## config.mk

```make
export PLATFORM = sky130hd
export DESIGN_NAME = spi_slave_sync_flat
export DESIGN_NICKNAME = d
export VERILOG_FILES = /design/src/rtl/spi_pkg.sv /design/src/rtl/spi_slave_sync_if.sv /design/src/rtl/spi_sync_edge.sv /design/src/rtl/spi_slave_sync.sv /design/src/flat_wrapper.sv
export SDC_FILE = /design/constraint.sdc
export NUM_CORES = 2
export LEC_CHECK = 0
export ABC_CLOCK_PERIOD_IN_PS = 3200
export BUFFER_PORTS_ARGS = -buffer_cell sky130_fd_sc_hd__buf_2
export CAP_MARGIN = 20
export CORE_UTILIZATION = 46
export CTS_CLUSTER_DIAMETER = 60
export DETAILED_ROUTE_END_ITERATION = 8
export GPL_TIMING_DRIVEN = 0
export MAX_ROUTING_LAYER = met4
export PLACE_DENSITY = 0.74
export REMOVE_ABC_BUFFERS = 1
export SLEW_MARGIN = 30
export SYNTH_ARGS = -nofsm -noshare
export SYNTH_HDL_FRONTEND = slang
export SYNTH_SLANG_ARGS = --single-unit
export TNS_END_PERCENT = 50
```

## constraint.sdc

```tcl
create_clock -name clk -period 3.2 [get_ports clk]
set_input_delay 0 -clock clk [delete_from_list [all_inputs] [get_ports clk]]
set_output_delay 0 -clock clk [all_outputs]
set_load 0.01 [all_outputs]
```

## src/rtl/spi_pkg.sv

```systemverilog
// Shared SPI slave definitions: mode encodings, default frame width, controller states and the
// sample-edge selection helper.
package spi_pkg;

    // Mode encodings as {CPOL, CPHA}
    localparam logic [1:0] SPI_MODE0 = 2'b00;
    localparam logic [1:0] SPI_MODE1 = 2'b01;
    localparam logic [1:0] SPI_MODE2 = 2'b10;
    localparam logic [1:0] SPI_MODE3 = 2'b11;

    localparam int unsigned SPI_FRAME_BITS_DEFAULT = 360;

    typedef enum logic [1:0] {
        StUnarmed,
        StIdle,
        StActive
    } spi_state_e;

    // The leading edge rises when CPOL=0; CPHA=0 samples on the leading edge.
    function automatic bit sample_on_rise(input bit cpol, input bit cpha);
        return ~(cpol ^ cpha);
    endfunction

endpackage

```

## src/rtl/spi_slave_sync_if.sv

```systemverilog
// Pad-side SPI pins plus the parallel rx/tx handshake towards the register bank.
interface spi_slave_sync_if
    import spi_pkg::*;
#(
    parameter int unsigned FRAME_BITS = SPI_FRAME_BITS_DEFAULT
) ();
    logic                  cs_n;
    logic                  sclk;
    logic                  mosi;
    logic                  miso;
    logic [FRAME_BITS-1:0] tx_data;
    logic                  tx_taken;
    logic [FRAME_BITS-1:0] rx_data;
    logic                  rx_valid;
    logic                  frame_err;
    logic                  busy;

    modport slave (
        input  cs_n, sclk, mosi, tx_data,
        output miso, tx_taken, rx_data, rx_valid, frame_err, busy
    );

    modport master (
        output cs_n, sclk, mosi, tx_data,
        input  miso, tx_taken, rx_data, rx_valid, frame_err, busy
    );
endinterface

```

## src/rtl/spi_sync_edge.sv

```systemverilog
// Two-flop synchroniser with a third flop for edge detection; o_edge marks any change of o_sync.
module spi_sync_edge #(
    parameter bit IDLE = 1'b1
) (
    input  logic i_clk,
    input  logic i_reset,
    input  logic i_d,
    output logic o_sync,
    output logic o_edge
);
    logic r_meta;
    logic r_sync;
    logic r_prev;

    always_ff @(posedge i_clk) begin
        if (i_reset) begin
            r_meta <= IDLE;
            r_sync <= IDLE;
            r_prev <= IDLE;
        end else begin
            r_meta <= i_d;
            r_sync <= r_meta;
            r_prev <= r_sync;
        end
    end

    assign o_sync = r_sync;
    assign o_edge = r_sync ^ r_prev;
endmodule

```

## src/rtl/spi_slave_sync.sv

```systemverilog
// SPI slave oversampled on clk: frames land on rx_data with a one-cycle rx_valid, replies are
// captured from tx_data with a one-cycle tx_taken, and early deselects raise frame_err.
module spi_slave_sync
    import spi_pkg::*;
#(
    parameter int unsigned FRAME_BITS = SPI_FRAME_BITS_DEFAULT,
    parameter bit          CPOL       = 1'b1,
    parameter bit          CPHA       = 1'b1
) (
    input  logic            clk,
    input  logic            reset,
    spi_slave_sync_if.slave bus
);
    localparam int unsigned      CNT_W       = $clog2(FRAME_BITS + 1);
    localparam bit               SAMPLE_RISE = sample_on_rise(CPOL, CPHA);
    localparam logic [CNT_W-1:0] CNT_LAST    = CNT_W'(FRAME_BITS);

    logic w_sclk_sync, w_sclk_edge, w_cs_sync, w_cs_edge;
    logic w_sample, w_shift, w_cs_fall, w_cs_rise;

    spi_sync_edge #(.IDLE(CPOL)) u_sclk_sync (
        .i_clk  (clk),
        .i_reset(reset),
        .i_d    (bus.sclk),
        .o_sync (w_sclk_sync),
        .o_edge (w_sclk_edge)
    );

    spi_sync_edge #(.IDLE(1'b1)) u_cs_sync (
        .i_clk  (clk),
        .i_reset(reset),
        .i_d    (bus.cs_n),
        .o_sync (w_cs_sync),
        .o_edge (w_cs_edge)
    );

    assign w_sample  = w_sclk_edge & (w_sclk_sync == SAMPLE_RISE);
    assign w_shift   = w_sclk_edge & (w_sclk_sync != SAMPLE_RISE);
    assign w_cs_fall = w_cs_edge & ~w_cs_sync;
    assign w_cs_rise = w_cs_edge & w_cs_sync;

    spi_state_e            r_state, w_state_d;
    logic [CNT_W-1:0]      r_cnt, w_cnt_d, w_cnt_inc;
    logic [FRAME_BITS-1:0] r_rx_shift, w_rx_shift_d;
    logic [FRAME_BITS-1:0] r_tx_shift, w_tx_shift_d;
    logic [FRAME_BITS-1:0] r_rx_data, w_rx_data_d;
    logic                  r_rx_valid, w_rx_valid_d;
    logic                  r_tx_taken, w_tx_taken_d;
    logic                  r_frame_err, w_frame_err_d;
    logic                  r_miso, w_miso_d;
    logic                  r_pend, w_pend_d;
    logic                  r_skip, w_skip_d;
    logic [1:0]            r_warm;
    logic                  r_mosi_meta, r_mosi_sync;

    // r_pend defers the back-to-back reload to the next shift edge, which is exactly when the
    // following frame's MSB must reach miso in either CPHA setting.
    always_comb begin
        w_state_d     = r_state;
        w_cnt_d       = r_cnt;
        w_cnt_inc     = r_cnt + CNT_W'(1);
        w_rx_shift_d  = r_rx_shift;
        w_tx_shift_d  = r_tx_shift;
        w_rx_data_d   = r_rx_data;
        w_rx_valid_d  = 1'b0;
        w_tx_taken_d  = 1'b0;
        w_frame_err_d = 1'b0;
        w_pend_d      = r_pend;
        w_skip_d      = r_skip;
        unique case (r_state)
            StUnarmed: begin
                // Only arm once the synchroniser holds a real pin value that is high.
                if (r_warm == 2'd2 && w_cs_sync) w_state_d = StIdle;
            end
            StIdle: begin
                if (w_cs_fall) begin
                    w_state_d    = StActive;
                    w_tx_shift_d = bus.tx_data;
                    w_tx_taken_d = 1'b1;
                    w_cnt_d      = '0;
                    w_pend_d     = 1'b0;
                    w_skip_d     = CPHA;
                end
            end
            StActive: begin
                if (w_sample) begin
                    w_rx_shift_d = (r_rx_shift << 1) | FRAME_BITS'(r_mosi_sync);
                    if (w_cnt_inc == CNT_LAST) begin
                        w_cnt_d      = '0;
                        w_rx_data_d  = w_rx_shift_d;
                        w_rx_valid_d = 1'b1;
                        w_pend_d     = 1'b1;
                    end else begin
                        w_cnt_d = w_cnt_inc;
                    end
                end else if (w_shift) begin
                    if (r_pend) begin
                        w_tx_shift_d = bus.tx_data;
                        w_tx_taken_d = 1'b1;
                        w_pend_d     = 1'b0;
                        w_skip_d     = 1'b0;
                    end else if (r_skip) begin
                        w_skip_d = 1'b0;
                    end else begin
                        w_tx_shift_d = (r_tx_shift << 1) | FRAME_BITS'(1);
                    end
                end
                if (w_cs_rise) begin
                    w_state_d = StIdle;
                    w_pend_d  = 1'b0;
                    w_skip_d  = 1'b0;
                    if (w_cnt_d != '0) begin
                        w_frame_err_d = 1'b1;
                        w_cnt_d       = '0;
                    end
                end
            end
            default: w_state_d = StUnarmed;
        endcase
        w_miso_d = (w_state_d == StActive) ? w_tx_shift_d[FRAME_BITS-1] : 1'b1;
    end

    always_ff @(posedge clk) begin
        if (reset) begin
            r_state     <= StUnarmed;
            r_cnt       <= '0;
            r_rx_shift  <= '0;
            r_tx_shift  <= '0;
            r_rx_data   <= '0;
            r_rx_valid  <= 1'b0;
            r_tx_taken  <= 1'b0;
            r_frame_err <= 1'b0;
            r_miso      <= 1'b1;
            r_pend      <= 1'b0;
            r_skip      <= 1'b0;
            r_warm      <= 2'd0;
            r_mosi_meta <= 1'b0;
            r_mosi_sync <= 1'b0;
        end else begin
            r_state     <= w_state_d;
            r_cnt       <= w_cnt_d;
            r_rx_shift  <= w_rx_shift_d;
            r_tx_shift  <= w_tx_shift_d;
            r_rx_data   <= w_rx_data_d;
            r_rx_valid  <= w_rx_valid_d;
            r_tx_taken  <= w_tx_taken_d;
            r_frame_err <= w_frame_err_d;
            r_miso      <= w_miso_d;
            r_pend      <= w_pend_d;
            r_skip      <= w_skip_d;
            if (r_warm != 2'd2) r_warm <= r_warm + 2'd1;
            r_mosi_meta <= bus.mosi;
            r_mosi_sync <= r_mosi_meta;
        end
    end

    assign bus.miso      = r_miso;
    assign bus.tx_taken  = r_tx_taken;
    assign bus.rx_data   = r_rx_data;
    assign bus.rx_valid  = r_rx_valid;
    assign bus.frame_err = r_frame_err;
    assign bus.busy      = (r_state == StActive);
endmodule

```

## src/flat_wrapper.sv

```systemverilog
// flat-port wrapper written by rule: the top's interface ports become plain ports
module spi_slave_sync_flat import spi_pkg::*;
#(
    parameter int unsigned FRAME_BITS = SPI_FRAME_BITS_DEFAULT,
    parameter bit          CPOL       = 1'b1,
    parameter bit          CPHA       = 1'b1
)
  (clk, reset, bus_cs_n, bus_sclk, bus_mosi, bus_tx_data, bus_miso, bus_tx_taken, bus_rx_data, bus_rx_valid, bus_frame_err, bus_busy);
  spi_slave_sync_if #(.FRAME_BITS(FRAME_BITS)) bus_i ();
  input  logic clk;
  input  logic reset;
  input wire logic [$bits(bus_i.cs_n)-1:0] bus_cs_n;
  input wire logic [$bits(bus_i.sclk)-1:0] bus_sclk;
  input wire logic [$bits(bus_i.mosi)-1:0] bus_mosi;
  input wire logic [$bits(bus_i.tx_data)-1:0] bus_tx_data;
  output wire logic [$bits(bus_i.miso)-1:0] bus_miso;
  output wire logic [$bits(bus_i.tx_taken)-1:0] bus_tx_taken;
  output wire logic [$bits(bus_i.rx_data)-1:0] bus_rx_data;
  output wire logic [$bits(bus_i.rx_valid)-1:0] bus_rx_valid;
  output wire logic [$bits(bus_i.frame_err)-1:0] bus_frame_err;
  output wire logic [$bits(bus_i.busy)-1:0] bus_busy;
  assign bus_i.cs_n = bus_cs_n;
  assign bus_i.sclk = bus_sclk;
  assign bus_i.mosi = bus_mosi;
  assign bus_i.tx_data = bus_tx_data;
  assign bus_miso = bus_i.miso;
  assign bus_tx_taken = bus_i.tx_taken;
  assign bus_rx_data = bus_i.rx_data;
  assign bus_rx_valid = bus_i.rx_valid;
  assign bus_frame_err = bus_i.frame_err;
  assign bus_busy = bus_i.busy;
  spi_slave_sync #(.FRAME_BITS(FRAME_BITS), .CPOL(CPOL), .CPHA(CPHA)) u_core (.clk(clk), .reset(reset), .bus(bus_i));
endmodule
```

; Word-level counts from Yosys, hierarchy flattened
; Cells that the tools add are included.
[classes]
n_eq_ne = 14
multipliers = 0
div_mod_pow = 0
shifts = 0
n_addsub = 2
n_lt_le_gt_ge = 0
muxes = 34
n_bitwise = 13
reduce_logical = 13
[op_table]
columns = op, n
row1 = $mux 360, 5
row2 = $pmux 360 s2, 1
row3 = $or 360x1->360, 1
row4 = $mux 9, 6
row5 = $pmux 9 s2, 1
row6 = $mux 1, 14
row7 = $add 9x1->9 const B, 1
row8 = $eq 9x9->1 const B, 1
row9 = $reduce_bool 9->1, 1
row10 = $reduce_and 4->1, 2
row11 = $eq 2x2->1 const B, 3
row12 = $mux 2, 3
row13 = $not 1->1, 6
row14 = $pmux 1 s2, 3
row15 = $pmux 2 s3, 1
row16 = $reduce_or 3->1, 2
row17 = $reduce_and 5->1, 1
row18 = $and 1x1->1, 4
row19 = $ne 2x1->1 const B, 2
row20 = $ne 2x2->1 const B, 2
row21 = $ne 4x1->1 const B, 1
row22 = $ne 4x4->1 const B, 1
row23 = $reduce_and 2->1, 2
row24 = $ne 3x1->1 const B, 1
row25 = 10 further kinds, 11
[totals]
wordCells = 97
reg_bits = 1106
mem_bits_rw = 0
rom_bits = 0
mem_count = 0
in_bits = 365
latch_bits = 0
out_inout_bits = 365

; Longest topological paths before layout
[depth]
ltp_word = 9
mapped_depth = 11
ltp_nobuf = 8

; Cells and area by module
; Synthesis repeated with hierarchy kept, for this count alone.
[unflattened]
hier_cells = 4230
hier_area_um2 = 39150.0
[modules_own_cells]
columns = module, area_each_um2, cells_each, n_inst, seq_area_each_um2
row1 = spi_slave_sync, 38974.9, 4216, 1, 22021.1
row2 = spi_sync_edge, 87.6, 7, 2, 60.1

; Worst setup path before layout
; No wires, ideal clock.
[synth_path]
path_type = reg-to-reg
startpoint = reg u_core.r_cnt[1]
endpoint = reg u_core.r_rx_data[174] (netlist: u_core.bus.rx_data[174])
n_path_buf = 4
slack_ps = 904
stages_incl_launch_ff = 12
t_required_ps = 3068
setup_time_ps = 132
t_arrival_ps = 2164
synth_period_minus_slack_ps = 2296
cell_sequence = dfxtp_1 ha_1 buf_2 a21oi_1 o211a_1 o32a_2 and4bb_1 buf_4 buf_6 buf_6 nand2_1 a21oi_1
[synth_between]
elab_chain_len = 3
[synth_rtl]
columns = element, line
row1 = from (decl), spi_slave_sync.sv:43  ; logic [CNT_W-1:0] r_cnt, w_cnt_d, w_cnt_inc;
row2 = from (signal assigned), spi_slave_sync.sv:141  ; r_cnt <= w_cnt_d;
row3 = $add 9x1->9, spi_slave_sync.sv:61  ; w_cnt_inc = r_cnt + CNT_W'(1);
row4 = $eq 9x9->1, spi_slave_sync.sv:88  ; if (w_cnt_inc == CNT_LAST) begin
row5 = $reduce_and 3->1 (no line), -
row6 = to (signal assigned), spi_slave_sync.sv:144  ; r_rx_data <= w_rx_data_d;
row7 = to (decl), spi_slave_sync.sv:46  ; logic [FRAME_BITS-1:0] r_rx_data, w_rx_data_d;
; No other way between the ends.
; A chain may end at the register's enable or synchronous reset.

; Worst setup path in the final report
[layout_path]
startpoint = reg u_core.r_state[1]
endpoint = reg u_core.r_tx_shift[30]
[layout_between]
elab_chain_len = 3
elab_cells_between_ends = 9
classes_between = 6 x eq/ne / 1 x mux / 2 x reduce/logical
[layout_rtl]
columns = element, line
row1 = from (decl), spi_slave_sync.sv:42  ; spi_state_e r_state, w_state_d;
row2 = from (signal assigned), spi_slave_sync.sv:125  ; r_state <= StUnarmed;
row3 = from (signal assigned), spi_slave_sync.sv:140  ; r_state <= w_state_d;
row4 = $eq 2x2->1 or $eq 2x1->1 (tied branches), spi_slave_sync.sv:70  ; unique case (r_state)
row5 = "$ne 3x2->1 (no line), or another cell as far along", -
row6 = $reduce_and 5->1 (no line), -
row7 = to (signal assigned), spi_slave_sync.sv:143  ; r_tx_shift <= w_tx_shift_d;
row8 = to (decl), spi_slave_sync.sv:45  ; logic [FRAME_BITS-1:0] r_tx_shift, w_tx_shift_d;
; Parallel ways exist; a longest one is shown, timed or not.

==> flow_summary.toml <==
[setup_path]
worstPathCellList = "inv_1 > ha_2 > and3_2 > a31o_4 > buf_12 > buf_16 > buf_16 > buf_16 > buf_16 > a221oi_1 > nor3_2"
endpoint_kind = "register"
critical_path_buf_inv_count = 6
critPathLaunchType = "register"
cpLargestDelayFamily = "buffers and inverters"
crit_type = "register to register"
cpMostUsedCell = "buf_16"
cp.arrival_ns = 3.66
critPathMaxStageDelay_ns = 0.43
slowest_stage = "a221oi_1"
path_max_fanout = 59
crit_required_ns = 3.74

[power]
finalPower_mw = 35.9
swShare_pct = 28.3
power_frac_clock_pct = 37.2
ir_drop_uv = 537
p_leak_nw = 20.1
power.internal_mw = 25.8
power_frac_comb_pct = 17.7
netSwitchingPower_mw = 10.2
powerDensity_mw_per_mm2 = 672
seq_power_share_pct = 45.1

[cts]
cts_made_buffers = 111
cts_tree = "built"
clock_latency_ns = 0.71
clk_pin_slew_ns = 0.07
cts.sinks = 1106
clockBufferDepth = 3
cts_root_buffer = "clkbuf_16"
htree_levels = 3

[detailed_routing]
routed_via_density = 5.69
dr.first_iter.drc_count = 4000
post_drt_wl_per_cell_um = 17.9
routed-via-count = 40348
final_antenna_net_count = 0
dr.pass1.iters = 6
drcViolationCount = 0
routed_wl_um = 127000

[synth]
synthArstFlopShare_pct = 0
syn_area_sq_mm = 0.0406
yosys_warnings = 0
avgSynthCellArea_sq_um = 8.16
ys.flop_type = "dfxtp_1"
synth_cell_types = 57
synth-seq-cells = 1106
synthTopCellsByArea = "dfxtp_1, nand2_1, a21oi_1"
synth_top_area_share_pct = 54.6
synth_top_area_cell = "dfxtp_1"
synth_edf_count = 0
ys_seq_area_share_pct = 54.6
synth_cells = 4973

[global_routing]
grt_pass1_vias = 37335
grt_usage_pct = 27.4
antenna_found_initial = 6
grt_max_degree = 158
grt_pass1_wl_um = 197000
gr-total-overflow = 0

[timing]
rsz0062_at_grt = "no"
fin_crit_sh_pct = 97.5
max_slew.worst_pin.slew_ns = 0.829
setup_viol = 0
slew_headroom_pct = 44.7
finClkSkew_ns = 0.0352
hold_ws_ns = 0.0566
hold_violations = 0
slew_viol_final = 0
max_freq_mhz = 321
final.min_clock_period_ns = 3.12

[layout]
fillers = 6961
finalCoreUtilization_pct = 61.4
areaGrowthSynthToFinish_pct = 31.8
nNetsFinal = 6211
drive_gt1_share_pct = 17.9
final_cell_mix = "nand2_1, dfxtp_1, a21oi_1"
stdcell_area_sq_mm = 0.0535
final_cells = 7089
final_common_cell = "nand2_1"

[placed_design]
place_inst = 6490
place.gp.congestion = 0.830
portBuffers = 729
hpwl_um = 73100
placed_area_sq_mm = 0.0456

[flow_run]
cap_violations = 0

[floorplan]
io_pins = 730
die_x_um = 299
core_area_sq_mm = 0.0870
die_h_um = 299
row_count = 108
initial_utilization_pct = 46.6
fp.dieArea_sq_mm = 0.0894

[status]
outcome = "completed"

[worst_hold_path]
hp-class = "input pin to register"
==> power groups by stage <==
stage	clock network (mW)	logic [mW]	registers (mW)
2_1_floorplan	0	3.70	15.2
5_1_grt	14.1	6.93	16.3
4_1_cts	13.5	5.76	16.0
3_3_place_gp	0	3.74	14.9
3_5_place_dp	0	5.30	16.3
6_report	13.4	6.37	16.2
==> cell usage after synthesis (2+ instances only) <==
| master | number |
|---|---|
| buf_8 | 2 |
| a31oi_1 | 4 |
| or2_2 | 6 |
| nand3_1 | 9 |
| a21o_1 | 2 |
| nor4_1 | 3 |
| a2111oi_0 | 2 |
| o211ai_1 | 4 |
| o32ai_1 | 2 |
| inv_1 | 11 |
| o21ai_0 | 13 |
| and2_1 | 6 |
| a21oi_1 | 732 |
| buf_1 | 3 |
| a221oi_1 | 360 |
| o21ai_1 | 2 |
| buf_6 | 31 |
| nor2b_1 | 4 |
| nor3_1 | 365 |
| clkbuf_1 | 361 |
| and3_1 | 4 |
| buf_2 | 47 |
| nand2_1 | 1457 |
| a211oi_1 | 3 |
| dfxtp_1 | 1106 |
| and4_1 | 2 |
| nand4_1 | 6 |
| xor2_1 | 4 |
| nand2b_1 | 3 |
| o21a_1 | 3 |
| nor2_1 | 378 |
| ha_1 | 8 |
| buf_4 | 6 |
==> per-stage QoR <==
step	setup WS, ns	TNS, ns
after floorplan	-22.77	-
after global placement	-49.91	-
after detailed placement	-0.940	-253.67
after CTS	0.00142	0
after global routing	0.0143	0
final	0.0805	0
==> kinds of logic after synthesis <==
group | after synthesis | share of synthesized area [%]
simple gates | 2250 | 22.3
compound gates | 1140 | 17.6
flops | 1106 | 54.6
buf+inv | 463 | 5.11
fa+ha+maj | 8 | 0.247
xor+xnor | 5 | 0.108
mux | 1 | 0.0277
==> state kept, by name (all words and copies together), names as in the netlist <==
signal and flops:
u_core.bus.rx_data 360, u_core.r_tx_shift 360, u_core.r_rx_shift 359, u_core.r_cnt 9, u_core.r_state 2, u_core.r_warm 2, u_core.bus.frame_err 1, u_core.bus.miso 1
u_core.bus.rx_valid 1, u_core.bus.tx_taken 1, u_core.r_mosi_meta 1, u_core.r_mosi_sync 1, u_core.r_pend 1, u_core.r_skip 1, u_core.u_cs_sync.o_sync 1, u_core.u_cs_sync.r_meta 1
u_core.u_cs_sync.r_prev 1, u_core.u_sclk_sync.o_sync 1, u_core.u_sclk_sync.r_meta 1, u_core.u_sclk_sync.r_prev 1
==> final timing paths <==
path                           startpoint                 endpoint  slack, ns  cells past startpoint
hold / removal                   bus_mosi       u_core.r_mosi_meta       0.06                      3
setup / recovery        u_core.r_state[1]    u_core.r_tx_shift[30]       0.08                     11
setup reg to reg        u_core.r_state[1]    u_core.r_tx_shift[30]       0.08                     11
hold reg to reg   u_core.u_cs_sync.r_meta  u_core.u_cs_sync.o_sync       0.41                      1
==> worst reg2reg max path, cell delays in order (launching register included) <==
cell	delay, ns
dfxtp_2	0.38
inv_1	0.08
ha_2	0.22
and3_2	0.29
a31o_4	0.25
buf_12	0.18
buf_16	0.23
buf_16	0.24
buf_16	0.26
buf_16	0.24
a221oi_1	0.46
nor3_2	0.11
==> repair_timing <==
action / 4_1_cts / 5_1_grt
hold endpoints to repair: 501 / 0
resized for setup: 29 / 21
hold buffers: 364 / 0
pin swaps: 6 / 6
setup buffers: 7 / 11
gates cloned: 7 / 5
setup endpoints to repair: 525 / 216
==> routing by layer <==
layer / vias to the layer above / GRT usage [%] / share of wire, %
li1: 18775 / - / -
met1: 18875 / 32.8 / 39
met2: 2192 / 44.2 / 48
met3: 506 / 4.48 / 8.1
met4: 0 / 14.9 / 5.6
met5: - / - / 0
==> area by class of cell <==
class	count	area, sq um	share of cell area (%)
multi-input combinational	3413	16700	31.2
antenna	7	17.5	0.0328
clock buffer	159	3190	5.96
tap	1155	1450	2.70
clock inverter	43	572	1.07
inverter	13	48.8	0.0913
sequential	1106	22200	41.4
timing repair buffer	1193	9380	17.5
(Power assumes the default switching activity.)
